$ cat src/rtl/response_framer_pkg.sv
// Shared types and constants for the response framer: FSM state encoding,
// FIFO entry width and the default per-byte transmit watchdog limit.
package response_framer_pkg;

    localparam int ENTRY_W            = 16;
    localparam int DEFAULT_TX_TIMEOUT = 50000;

    typedef enum logic [2:0] {
        IDLE,
        SEND_CODE,
        WAIT_CODE,
        SEND_DATA,
        WAIT_DATA
    } response_framer_state_t;

endpackage

$ cat src/rtl/response_fifo.sv
// Circular-buffer FIFO with head peek; a push into a full FIFO is accepted
// only when a pop happens in the same cycle.
module response_fifo
    import response_framer_pkg::*;
#(
    parameter int DEPTH = 4,
    parameter int WIDTH = ENTRY_W
) (
    input  logic                         clock,
    input  logic                         reset,
    input  logic                         push,
    input  logic                         pop,
    input  logic [WIDTH-1:0]             push_data,
    output logic [WIDTH-1:0]             peek,
    output logic                         full,
    output logic                         empty,
    output logic [$clog2(DEPTH+1)-1:0]   count
);

    localparam int PTR_W = $clog2(DEPTH);
    localparam int CNT_W = $clog2(DEPTH + 1);

    logic [WIDTH-1:0] mem [DEPTH];
    logic [PTR_W-1:0] rd_ptr;
    logic [PTR_W-1:0] wr_ptr;
    logic             do_push;
    logic             do_pop;

    assign full    = (count == CNT_W'(DEPTH));
    assign empty   = (count == '0);
    assign do_pop  = pop && !empty;
    assign do_push = push && (!full || do_pop);
    assign peek    = mem[rd_ptr];

    // DEPTH is a power of two, so the pointers wrap by natural overflow.
    always_ff @(posedge clock or posedge reset) begin
        if (reset) begin
            rd_ptr <= '0;
            wr_ptr <= '0;
            count  <= '0;
        end else begin
            if (do_push) wr_ptr <= wr_ptr + PTR_W'(1);
            if (do_pop)  rd_ptr <= rd_ptr + PTR_W'(1);
            if (do_push && !do_pop)      count <= count + CNT_W'(1);
            else if (do_pop && !do_push) count <= count - CNT_W'(1);
        end
    end

    always_ff @(posedge clock) begin
        if (do_push) mem[wr_ptr] <= push_data;
    end

endmodule

$ cat src/rtl/response_framer.sv
// Queues sensor responses and sends each as a two-byte UART frame (code, data),
// aborting a frame when the transmitter stalls longer than TX_TIMEOUT per byte.
module response_framer
    import response_framer_pkg::*;
#(
    parameter int DEPTH      = 4,
    parameter int TX_TIMEOUT = DEFAULT_TX_TIMEOUT
) (
    input  logic       clock,
    input  logic       reset,
    input  logic       has_response,
    input  logic [7:0] response_code,
    input  logic [7:0] response_data,
    input  logic       is_transmitting,
    input  logic       transmission_done,
    output logic       has_data,
    output logic [7:0] data_to_send,
    output logic       fifo_full,
    output logic       overflow,
    output logic       tx_error,
    output logic       busy
);

    localparam int CNT_W = $clog2(DEPTH + 1);
    localparam int WD_W  = (TX_TIMEOUT > 2) ? $clog2(TX_TIMEOUT) : 1;
    localparam logic [WD_W-1:0] WD_LAST = WD_W'(TX_TIMEOUT - 1);

    response_framer_state_t state, state_next;

    logic [ENTRY_W-1:0] head;
    logic               fifo_empty;
    logic [CNT_W-1:0]   fifo_count;
    logic               pop_req;
    logic [WD_W-1:0]    wd;
    logic               wd_clear;
    logic               has_data_next;
    logic [7:0]         data_next;
    logic               tx_error_next;
    logic               overflow_next;

    response_fifo #(
        .DEPTH (DEPTH),
        .WIDTH (ENTRY_W)
    ) u_fifo (
        .clock     (clock),
        .reset     (reset),
        .push      (has_response),
        .pop       (pop_req),
        .push_data ({response_code, response_data}),
        .peek      (head),
        .full      (fifo_full),
        .empty     (fifo_empty),
        .count     (fifo_count)
    );

    assign busy = (state != IDLE) || (fifo_count != '0);

    // A done in the same cycle as the watchdog limit wins over the timeout.
    always_comb begin
        state_next    = state;
        has_data_next = 1'b0;
        data_next     = data_to_send;
        pop_req       = 1'b0;
        tx_error_next = 1'b0;
        wd_clear      = 1'b0;
        case (state)
            IDLE: begin
                if (!fifo_empty && !is_transmitting) state_next = SEND_CODE;
            end
            SEND_CODE: begin
                has_data_next = 1'b1;
                data_next     = head[ENTRY_W-1 -: 8];
                wd_clear      = 1'b1;
                state_next    = WAIT_CODE;
            end
            WAIT_CODE: begin
                if (transmission_done) begin
                    state_next = SEND_DATA;
                end else if (wd == WD_LAST) begin
                    pop_req       = 1'b1;
                    tx_error_next = 1'b1;
                    state_next    = IDLE;
                end
            end
            SEND_DATA: begin
                if (!is_transmitting) begin
                    has_data_next = 1'b1;
                    data_next     = head[7:0];
                    wd_clear      = 1'b1;
                    state_next    = WAIT_DATA;
                end
            end
            WAIT_DATA: begin
                if (transmission_done) begin
                    pop_req    = 1'b1;
                    state_next = IDLE;
                end else if (wd == WD_LAST) begin
                    pop_req       = 1'b1;
                    tx_error_next = 1'b1;
                    state_next    = IDLE;
                end
            end
            default: state_next = IDLE;
        endcase
        overflow_next = has_response && fifo_full && !pop_req;
    end

    always_ff @(posedge clock or posedge reset) begin
        if (reset) begin
            state        <= IDLE;
            wd           <= '0;
            has_data     <= 1'b0;
            data_to_send <= 8'h00;
            overflow     <= 1'b0;
            tx_error     <= 1'b0;
        end else begin
            state        <= state_next;
            has_data     <= has_data_next;
            data_to_send <= data_next;
            overflow     <= overflow_next;
            tx_error     <= tx_error_next;
            if (wd_clear)
                wd <= '0;
            else if (state == WAIT_CODE || state == WAIT_DATA)
                wd <= wd + WD_W'(1);
        end
    end

endmodule

$ cat config.mk
export PLATFORM = sky130hd
export DESIGN_NAME = response_framer
export DESIGN_NICKNAME = d
export VERILOG_FILES = /design/src/rtl/response_framer_pkg.sv /design/src/rtl/response_fifo.sv /design/src/rtl/response_framer.sv
export SDC_FILE = /design/constraint.sdc
export NUM_CORES = 1
export LEC_CHECK = 0
export CORE_UTILIZATION = 50
export CTS_CLUSTER_DIAMETER = 120
export DETAILED_ROUTE_END_ITERATION = 10
export PLACE_DENSITY = 0.7
export SYNTH_ARGS = -nofsm -noshare
export SYNTH_HDL_FRONTEND = slang
export SYNTH_SLANG_ARGS = --single-unit
$ cat constraint.sdc
create_clock -name clock -period 5.4 [get_ports clock]
set_clock_uncertainty 0.05 [all_clocks]
set_input_delay 1.08 -clock clock [delete_from_list [all_inputs] [get_ports clock]]
set_output_delay 1.08 -clock clock [all_outputs]
set_load 0.005 [all_outputs]
After elaboration in Yosys (flattened, before gate mapping)
Memory sizes are Yosys's and may differ from the RTL's.
Index checks and enable logic that the tools add are counted.
W data, S select, Z words.
Storage, ports and cells
  register bits: 37
  RAM bits: 64
  input port bits: 21
  output and inout bits: 13
  logic and storage cells: 70
  memories kept: 1
Operators by class
  add/sub/neg operators: 5
  equality and inequality tests: 8
  muxes and demuxes: 21
  reduce and logical (&&, ||, !) cells: 26
Memories
  u_fifo.mem: depth 4, bits a word 16, rd ports 1, clocked after Yosys merged registers in 0, write ports 1, RTL line response_fifo.sv:23  | logic [WIDTH-1:0] mem [DEPTH];
Operators with widths (count)
  $mux W16: 2
  $mux W3: 7
  $add A16 B1 Y16 const B: 1
  $eq A16 B16 Y1 const B: 1
  $pmux W8 S2: 1
  $pmux W3 S5: 1
  $mux W8: 1
  $logic_and A1 B1 Y1: 7
  $mux W1: 7
  $eq A3 B2 Y1 const B: 2
  $eq A3 B3 Y1 const B: 2
  $logic_not A1 Y1: 6
  $logic_not A3 Y1: 2
  $reduce_bool A2 Y1: 3
  $reduce_bool A3 Y1: 2
  $add A2 B1 Y2 const B: 2
  $ne A2 B2 Y1 const B: 2
  $pmux W1 S2: 2
  $reduce_and A2 Y1: 2
  $add A3 B1 Y3 const B: 1
  $eq A3 B1 Y1 const B: 1
  $logic_or A1 B1 Y1: 3
  $sub A3 B1 Y3 const B: 1
  $reduce_or A2 Y1: 1

Longest topological paths before layout
Gate-level depths: netlist of the first run.
  word-level depth: 11
  gate-level depth with buffers: 12
  depth with buffers taken out: 11

Cells and area by module
A second synthesis of the first run with hierarchy kept.
Second synthesis, totals
  cell total of the unflattened synthesis: 275
  area total of the unflattened synthesis: 4294.1 um2
By module, submodules not included
  response_fifo: instances 1, cells each 120, area an instance 2782.7 um2, sequential area each 2097.0 um2
  response_framer: instances 1, cells each 155, area an instance 1511.4 um2, sequential area each 750.7 um2

Worst setup path before layout of the first run
OpenSTA, ideal clock, no wires.
  path kind: input to register
  start point: input port has_response
  end point: register u_fifo.count[2]
  library setup time: 0.079 ns
  arrival time: 2.622 ns
  data required time: 5.271 ns
  setup slack: 2.649 ns
  cell stages on the path: 8
  buffers on the path: 0
  cell sequence: inv_1 -> o41ai_4 -> ha_1 -> inv_1 -> fa_1 -> xor2_1 -> nor2_1 -> xor2_1
Between the ends
  cells in the longest elaborated chain, start to end: 4
  elaborated cells between the ends (all ways): 6
  those cells by class: mux (1); reduce/logical (5)
Ends and longest elaborated chain
  start: declaration: RTL line response_framer.sv:11  | input logic has_response,
  $logic_and A1 B1 Y1 *: RTL line response_fifo.sv:32  | assign do_push = push && (!full || do_pop);
  via u_fifo.do_push: RTL line response_fifo.sv:26  | logic do_push;
  $logic_not A1 Y1: RTL line response_fifo.sv:45  | else if (do_pop && !do_push) count <= count - CNT_W'(1);
  $logic_and A1 B1 Y1: RTL line response_fifo.sv:45
  $reduce_bool A2 Y1 (no source line)
  end signal: assignment: RTL line response_fifo.sv:44  | if (do_push && !do_pop) count <= count + CNT_W'(1);
  end signal: assignment: RTL line response_fifo.sv:45
  end: declaration: RTL line response_fifo.sv:17  | output logic [$clog2(DEPTH+1)-1:0] count
Mark *: on every way through the listed nets, which the timed path passes. The rest lies on a longest branch.
A chain may end at the register's enable or synchronous reset.

Worst setup path in the final report of the first run
  start point: register u_fifo.count[0]
  end point: output port busy
Between the ends
  cells in the longest elaborated chain, start to end: 2
Ends and longest elaborated chain
  $reduce_bool A3 Y1: RTL line response_framer.sv:56  | assign busy = (state != IDLE) || (fifo_count != '0);
  $logic_or A1 B1 Y1: RTL line response_framer.sv:56
  end: declaration: RTL line response_framer.sv:21  | output logic busy
No other way between the ends.

==> results.md, run 1 <==
- Clk slew on worst S/H paths: 0.10 ns
- Max Cap Violations: 0
- Crit path cell chain: or3_1, or4_1, clkdlybuf4s50_1
- Slowest cell on the critical path: dfrtp_1
- Multi-input gate area: 1391 um^2
- Synth cell types: 44
- Avg Inst Size Synth: 14.68 um^2
- Vias in the first global route: 2385
- Mapped cell area: 4329 um^2
- Largest net degree at the start of global routing: 35
- Finish-stage setup viols: 0
- Fin crit share: 0.6066
- Final core occ: 0.5996
- Overall global routing resource usage: 0.1853
- # diodes: 0
- Die Ht: 95.05 um
- Post-synthesis sequential area ratio: 0.6578
- Worst Path Arrival: 2.15 ns
- P per Cell Area: 428.2 nW/um^2
- Fill count: 637
- Initial antenna violation count: 0
- Most common cell in the netlist: edfxtp_1
- Die ar.: 9035 um^2
- Leak Pwr: 1.804 nW
- Post-synth top flop: edfxtp_1
- FFs w/ async S/R, synth: 0.3663
- GPL Wtd Cong: 0.7554
- # IOs: 34
- Final hold vios: 0
- RSZ-0062 raised after global routing: false
- Number of remaining DRC errors: 0
- Crit-path max FO: 5
- Max-slew violations: 0
- Layout net count: 357
- Root buffer cell: clkbuf_8
- Post-CTS resize count: 0
- Core Area: 8299 um^2
- Max Fclk: 0.3053 GHz
- Num CTS Buffers: 9
- CTS tree: yes
- Drt first pass iters: 4
- VDD IR max: 0.2064 mV
- Kind of critical path: reg -> out
- Drt wl/cell: 17.23 um
- Worst slew pin tran: 0.8919 ns
- Gr ovfl total: 0
- Synth Net Count: 323
- Crit end category: primary output
- Final WL: 7566 um
- H-tree levels: 3
- Cts hold-fix bufs: 0
- Post-synth EDFFs: 64
- Minimum clock period: 3.276 ns
- Slowest cell delay on critical path: 0.46 ns
- Vias: 2426
- Synth Instances: 295
- Startpoint Class: register
- Clock Path Buffers: 2
- Share of the synthesized area in the top cell type: 0.4439
- Share of cells above drive strength 1: 0.1168
- Global-route wire length before repair: 12140 um
- Clock sinks: 101
- Largest area contributor in the netlist: edfxtp_1
- Via/cell ratio: 5.526
- Total power: 0.002131 W
- Post-route ant nets: 0
- Sequential Area: 2848 um^2
- Area delta synth->final: 14.94%
- Initial Util: 0.5216
- Die width: 95.05 um
- Worst EP required: 4.27 ns
- Status: finished, final reports clean
- Synth Warn #: 0
- 1st-iter DRT viols: 117
- Setup repair bufs after CTS: 0
- Post-synth top cells: 64 x edfxtp_1, 37 x dfrtp_1, 24 x nand2_1, 17 x nor2_1, 16 x mux4_2
- Max-slew headroom: 0.4054
- Placement Rows: 33
- Ranking of synthesized cells by area: edfxtp_1 44%, dfrtp_1 21%, mux4_2 8.3%
- Seq cells post-synth: 101
- HP Class: reg -> reg
- Final TNS setup: 0 ns
- PortBufs: 33
- Clock latency on the worst-skew pair: 0.37 ns
- Post-DP HPWL: 5021 um
cells in the final DEF (no fill, tap or decap), drive strengths merged, types with 3 or more instances in the layout:
master         count
nand4              3
o21ai              9
edfxtp            64
clkinv             3
nor4b              4
a22oi              8
xor2               3
or3                4
nor3               6
and2               6
nor2              17
mux4              16
inv               13
nand2             24
nor4               4
dfrtp             37
clkdlybuf4s50     33
ha                 6
xnor2             12
or4                3
nand4b             3
buf                3
clkbuf             9
nor3b              3
nand3             10
a21oi              5
report_power, final:
group	leakage [nW]	internal [W]	switching [W]
logic	0.634	0.000237	0.000275
clock network	0.110	0.000226	0.000284
registers	1.06	0.00100	0.000104
total	1.80	0.00147	0.000663
metrics by stage:
step / setup slack (ns) / cell area, um^2 / hold slack [ns] / std cells
floorplan: 2.649 / 4329 / 0.4133 / 295
global placement: 1.918 / 4761 / 0.4140 / 423
detailed placement: 1.804 / 4761 / 0.4145 / 423
CTS: 2.094 / 4976 / 0.4430 / 439
global route: 2.009 / 4976 / 0.4637 / 439
finish: 2.124 / 4976 / 0.4340 / 439
worst paths after layout:
check,start,end,slack [ns],cells past startpoint
hold / removal,data_to_send[6],data_to_send[6],0.43,2
setup / recovery,u_fifo.count[0],busy,2.12,3
hold reg to reg,data_to_send[6],data_to_send[6],0.43,2
max in group asynchronous,reset,wd[1],3.78,3
setup reg to reg,state[1],u_fifo.count[2],2.21,10
min in group asynchronous,reset,data_to_send[3],0.85,2
layout make-up:
cell class	instances	area share
clock inverters	7	0.01836
well taps	105	0.02640
repair buffers	36	0.07091
flip-flops and latches	101	0.5723
clock buffers	9	0.02489
inverters	10	0.007543
multi-input cells	171	0.2796
state kept, by name, indices dropped and copies added, names as in the netlist:
signal         count
state              3
wd                16
u_fifo.count       3
u_fifo.mem        64
u_fifo.wr_ptr      2
overflow           1
tx_error           1
data_to_send       8
has_data           1
u_fifo.rd_ptr      2
per-layer routing:
layer	track usage	routed length (um)	part of all wire	up-vias
met2	0.3195	3879	0.51	44
met5	0	0	0	-
met1	0.2361	3328	0.44	1187
li1	-	-	-	1191
met4	0.03788	52	0.0069	0
met3	0.05024	306	0.040	4
critical path: cells and delay by family, from the launching register on:
family	cells	cell delay [ns]
buffers and inverters	1	0.46
and+or+nand+nor	2	0.87
DFF	1	0.46
kinds of logic (layout without fill, tap and decap cells):
family                   count (synthesis)  after routing  synth area share
AO/OA/AOI/OAI                           34             34           0.05751
XOR/XNOR                                15             15           0.03035
adder cells (fa/ha/maj)                  7              7           0.02197
buffers and inverters                   23             62           0.02081
flip-flops                             101            101            0.6578
multiplexers                            19             19           0.09075
AND/OR/NAND/NOR                         96             96            0.1208
Power figures use the tool's default switching activity.
==> inputs of run 2 (changes only) <==
- PLACE_DENSITY: 0.7 -> 0.73
- clock period: 5.4 -> 2.85 ns (I/O delays scaled with it)
==> results.md, run 2 (synthesis results as in run 1) <==
- Met2 Use GR: 0.3315
- CTS tree: yes
- Final hold vios: 0
- Max-slew violations: 0
- Met3 Resource Use GR: 0.04864
- Startpoint Class: register
- Core Area: 8299 um^2
- Fin worst setup slack: 0.07226 ns
- Total power: 0.004068 W
- Gr ovfl total: 0
- Max-slew headroom: 0.4208
- Clock Path Buffers: 2
- Fin crit share: 0.9746
- GR peak layer: met2
- VDD IR max: 0.5124 mV
- Switching share of total power: 0.3154
- Minimum clock period: 2.778 ns
- Combinational Power Share: 0.284
- PortBufs: 33
- Number of remaining DRC errors: 0
- Max FFs per register: 64
- P per Cell Area: 794.0 nW/um^2
- Worst slew pin tran: 0.8688 ns
- Kind of critical path: reg -> out
- 1st-iter DRT viols: 159
- Switch Pwr: 0.001283 W
- Cts hold-fix bufs: 0
- Post-DP HPWL: 5258 um
- Initial antenna violation count: 0
- Post-route ant nets: 0
- Sequential power share: 0.506
- Crit-path max FO: 5
- Placement Rows: 33
- Vias: 2580
- Die ar.: 9035 um^2
- # IOs: 34
- Crit end category: primary output
- Max Cap Violations: 0
- HP Class: reg -> reg
- DP Worst Slack: 0.02728 ns
- Finish-stage setup viols: 0
- Worst Path Arrival: 2.16 ns
- Num CTS Buffers: 9
- Multi-input gate area: 1406 um^2
- Fill count: 598
- Global-route wire length before repair: 13250 um
- Clock latency on the worst-skew pair: 0.37 ns
- Vias in the first global route: 2656
- Commonest cells after routing, fill and taps aside: 64 x edfxtp_1, 37 x dfrtp_1, 33 x clkdlybuf4s50_1
- Share of cells above drive strength 1: 0.1605
- Leak Pwr: 1.882 nW
- Drt wl/cell: 17.60 um
- Clock sinks: 101
- Worst EP required: 2.23 ns
- Overall global routing resource usage: 0.2008
- M1 GR Usage: 0.2674
- Commonest non-fill, non-tap cell in the layout: edfxtp_1
- Area delta synth->final: 18.35%
- Top reg by flops: u_fifo.mem
- H-tree levels: 3
- Top Registers: u_fifo.mem (64), wd (16), data_to_send (8)
- Clk pwr share: 0.210
- GPL Wtd Cong: 0.7808
- Status: finished, final reports clean
- Sequential Area: 2848 um^2
- Layout net count: 372
- Drt first pass iters: 4
- Root buffer cell: clkbuf_8
- Largest net degree at the start of global routing: 38
- Via/cell ratio: 5.683
- Final WL: 7990 um
- Die width: 95.05 um
- Die Ht: 95.05 um
- Non-filler instance count after layout: 454
- Pint: 0.002785 W
- Final core occ: 0.6174
- Initial Util: 0.5216
- Cell total after placement: 438
- Hold slack: 0.4379 ns
- Max Fclk: 0.3600 GHz
- # diodes: 0
- Clk slew on worst S/H paths: 0.10 ns
-- run 2: path summary, 6_finish.rpt --
| kind | start | to | slack, ns | depth (start not counted) |
|---|---|---|---|---|
| min in group asynchronous | reset | wd[9] | 0.56 | 3 |
| worst max-delay path | u_fifo.count[0] | busy | 0.07 | 3 |
| worst max register to register | wd[0] | u_fifo.count[2] | 0.10 | 10 |
| worst min-delay path | data_to_send[3] | data_to_send[3] | 0.44 | 2 |
| worst min register to register | data_to_send[3] | data_to_send[3] | 0.44 | 2 |
| max in group asynchronous | reset | u_fifo.wr_ptr[0] | 1.86 | 3 |
-- run 2: layer usage --
metal	wire, um	vias up
met4	72	0
met1	3628	1311
met5	0	-
met3	277	6
met2	4012	47
li1	-	1216
-- run 2: area by class of cell --
class,instances,share of cell area
tap,105,0.02564
clock inverter,7,0.01197
inverter,10,0.007326
multi-input combinational,171,0.2745
timing repair buffer,51,0.1006
sequential,101,0.5558
clock buffer,9,0.02418
-- run 2: power groups by stage --
| stage | sequential (W) | combinational [W] | clock (W) |
|---|---|---|---|
| after floorplan | 0.00206 | 0.000649 | 0 |
| after global placement | 0.00207 | 0.00113 | 0 |
| after detailed placement | 0.00209 | 0.00115 | 0 |
| after CTS | 0.00206 | 0.00117 | 0.000883 |
| after global routing | 0.00209 | 0.00128 | 0.000939 |
| final | 0.00206 | 0.00116 | 0.000856 |
-- run 2: metrics by stage --
stage / TNS (ns) / area [um^2]
global route: -0.02318 / 5124
global placement: 0 / 4923
finish: 0 / 5124
detailed placement: 0 / 4923
floorplan: 0 / 4329
CTS: 0 / 5109
-- run 2: worst max-delay path: stages (launching register included) --
cell and delay (ns):
dfrtp_1 0.46, or3_4 0.44, or4_1 0.43, clkdlybuf4s50_1 0.46
-- run 2: timing repair --
item                       CTS  global route
setup endpoints to repair    0             3
setup buffers                0             0
gates resized for setup      0             3
==> inputs of run 3 (changes only) <==
- CAP_MARGIN: not set -> 20
- PLACE_DENSITY: 0.73 -> 0.7
- clock period: 2.85 -> 2.7 ns (I/O delays scaled with it)
==> results.md, run 3 (synthesis results as in run 1) <==
- Status: finished, final reports clean
- Max-slew violations: 0
- Root buffer cell: clkbuf_8
- Die Ht: 95.05 um
- Share of cells above drive strength 1: 0.1915
- Startpoint Class: register
- Top reg by flops: u_fifo.mem
- GPL Wtd Cong: 0.8316
- PortBufs: 33
- Die ar.: 9035 um^2
- Fin crit share: 0.9978
- Max FFs per register: 64
- CTS tree: yes
- Global-route wire length before repair: 13170 um
- Area delta synth->final: 20.55%
- # IOs: 34
- Die width: 95.05 um
- Drt first pass iters: 4
- Sequential Area: 2849 um^2
- Finish-stage setup viols: 0
- Crit-path max FO: 3
- Placement Rows: 33
- Clock latency on the worst-skew pair: 0.35 ns
- H-tree levels: 3
- Initial Util: 0.5216
- Drt wl/cell: 17.51 um
- Worst slew pin tran: 0.8503 ns
- Max-slew headroom: 0.4332
- Clk slew on worst S/H paths: 0.10 ns
- Gr ovfl total: 0
- Largest net degree at the start of global routing: 38
- Multi-input gate area: 1444 um^2
- Worst Path Arrival: 2.92 ns
- Clock sinks: 101
- P per Cell Area: 839.7 nW/um^2
- Commonest cells after routing, fill and taps aside: 64 x edfxtp_1, 36 x dfrtp_1, 32 x clkdlybuf4s50_1
- Post-DP HPWL: 5336 um
- Final TNS setup: 0 ns
- Max Cap Violations: 0
- Fill count: 619
- HP Class: reg -> reg
- Max Fclk: 0.3712 GHz
- Layout net count: 378
- Post-route ant nets: 0
- Worst EP required: 2.93 ns
- Final hold vios: 0
- RSZ-0062 raised after global routing: true
- Via/cell ratio: 5.696
- Number of remaining DRC errors: 0
- Final core occ: 0.6288
- Vias: 2620
- Vias in the first global route: 2690
- Initial antenna violation count: 0
- Commonest non-fill, non-tap cell in the layout: edfxtp_1
- 1st-iter DRT viols: 117
- Num CTS Buffers: 9
- Cts hold-fix bufs: 0
- Clock Path Buffers: 2
- Leak Pwr: 1.911 nW
- Kind of critical path: reg -> reg
- Overall global routing resource usage: 0.1986
- Top Registers: u_fifo.mem (64), wd (16), data_to_send (8)
- VDD IR max: 0.3601 mV
- Minimum clock period: 2.694 ns
- Crit end category: register
- Core Area: 8299 um^2
- Final WL: 8056 um
- # diodes: 0
[run 3: routing by layer]
layer  track usage  vias up  wire (um)  part of all wire
met5             0        -          0                 0
li1              -     1229          -                 -
met1        0.2679     1307       3665              0.45
met4       0.07702        0        104             0.013
met3       0.03030       11        331             0.041
met2        0.3267       73       3955              0.49
[run 3: worst max-delay path: stages (launching register included)]
cell and delay [ns]:
dfrtp_1 0.43, ha_4 0.18, nand3_4 0.08, or3_4 0.42
o41ai_4 0.40, ha_2 0.26, inv_2 0.04, fa_2 0.33
xor2_1 0.15, nor2_1 0.12, xor2_1 0.17
[run 3: path summary, 6_finish.rpt]
| kind | start | to | slack (ns) | depth (start not counted) |
|---|---|---|---|---|
| max in group asynchronous | reset | u_fifo.count[0] | 1.72 | 3 |
| worst min-delay path | data_to_send[6] | data_to_send[6] | 0.44 | 2 |
| min in group asynchronous | reset | wd[9] | 0.53 | 3 |
| worst min register to register | data_to_send[6] | data_to_send[6] | 0.44 | 2 |
| worst max-delay path | wd[0] | u_fifo.count[2] | 0.006 | 10 |
| worst max register to register | wd[0] | u_fifo.count[2] | 0.006 | 10 |
[run 3: cell type report]
cell class                      count  area share
Clock buffer                       10     0.02445
Clock inverter                      6     0.01343
Inverter                           10    0.007193
Multi-Input combinational cell    171      0.2767
Sequential cell                   101      0.5459
Tap cell                          105     0.02517
Timing Repair Buffer               57      0.1072
[run 3: what timing repair did]
| item | in CTS | in global routing |
|---|---|---|
| setup endpoints to repair | 3 | 1 |
| pin swaps | 1 | 6 |
| resized for setup | 7 | 6 |
| gates cloned | 0 | 0 |
| setup buffers | 0 | 2 |
[run 3: where the power goes]
part	internal, W	leakage [nW]	switching (W)
Sequential	0.00201	1.06	0.000160
Combinational	0.000597	0.756	0.000657
Clock	0.000440	0.0969	0.000522
Total	0.00304	1.91	0.00134
[run 3: stage by stage]
stage	area [um^2]	std cells	hold slack (ns)	total power [W]	setup slack (ns)
floorplan	4329	295	0.4133	0.002854	-0.01785
CTS	5176	458	0.4416	0.004394	0.01795
global placement	4954	442	0.4147	0.003390	0.01918
finish	5219	460	0.4367	0.004382	0.005848
global route	5219	460	0.4659	0.004629	-0.1224
detailed placement	4954	442	0.4193	0.003429	-0.09780
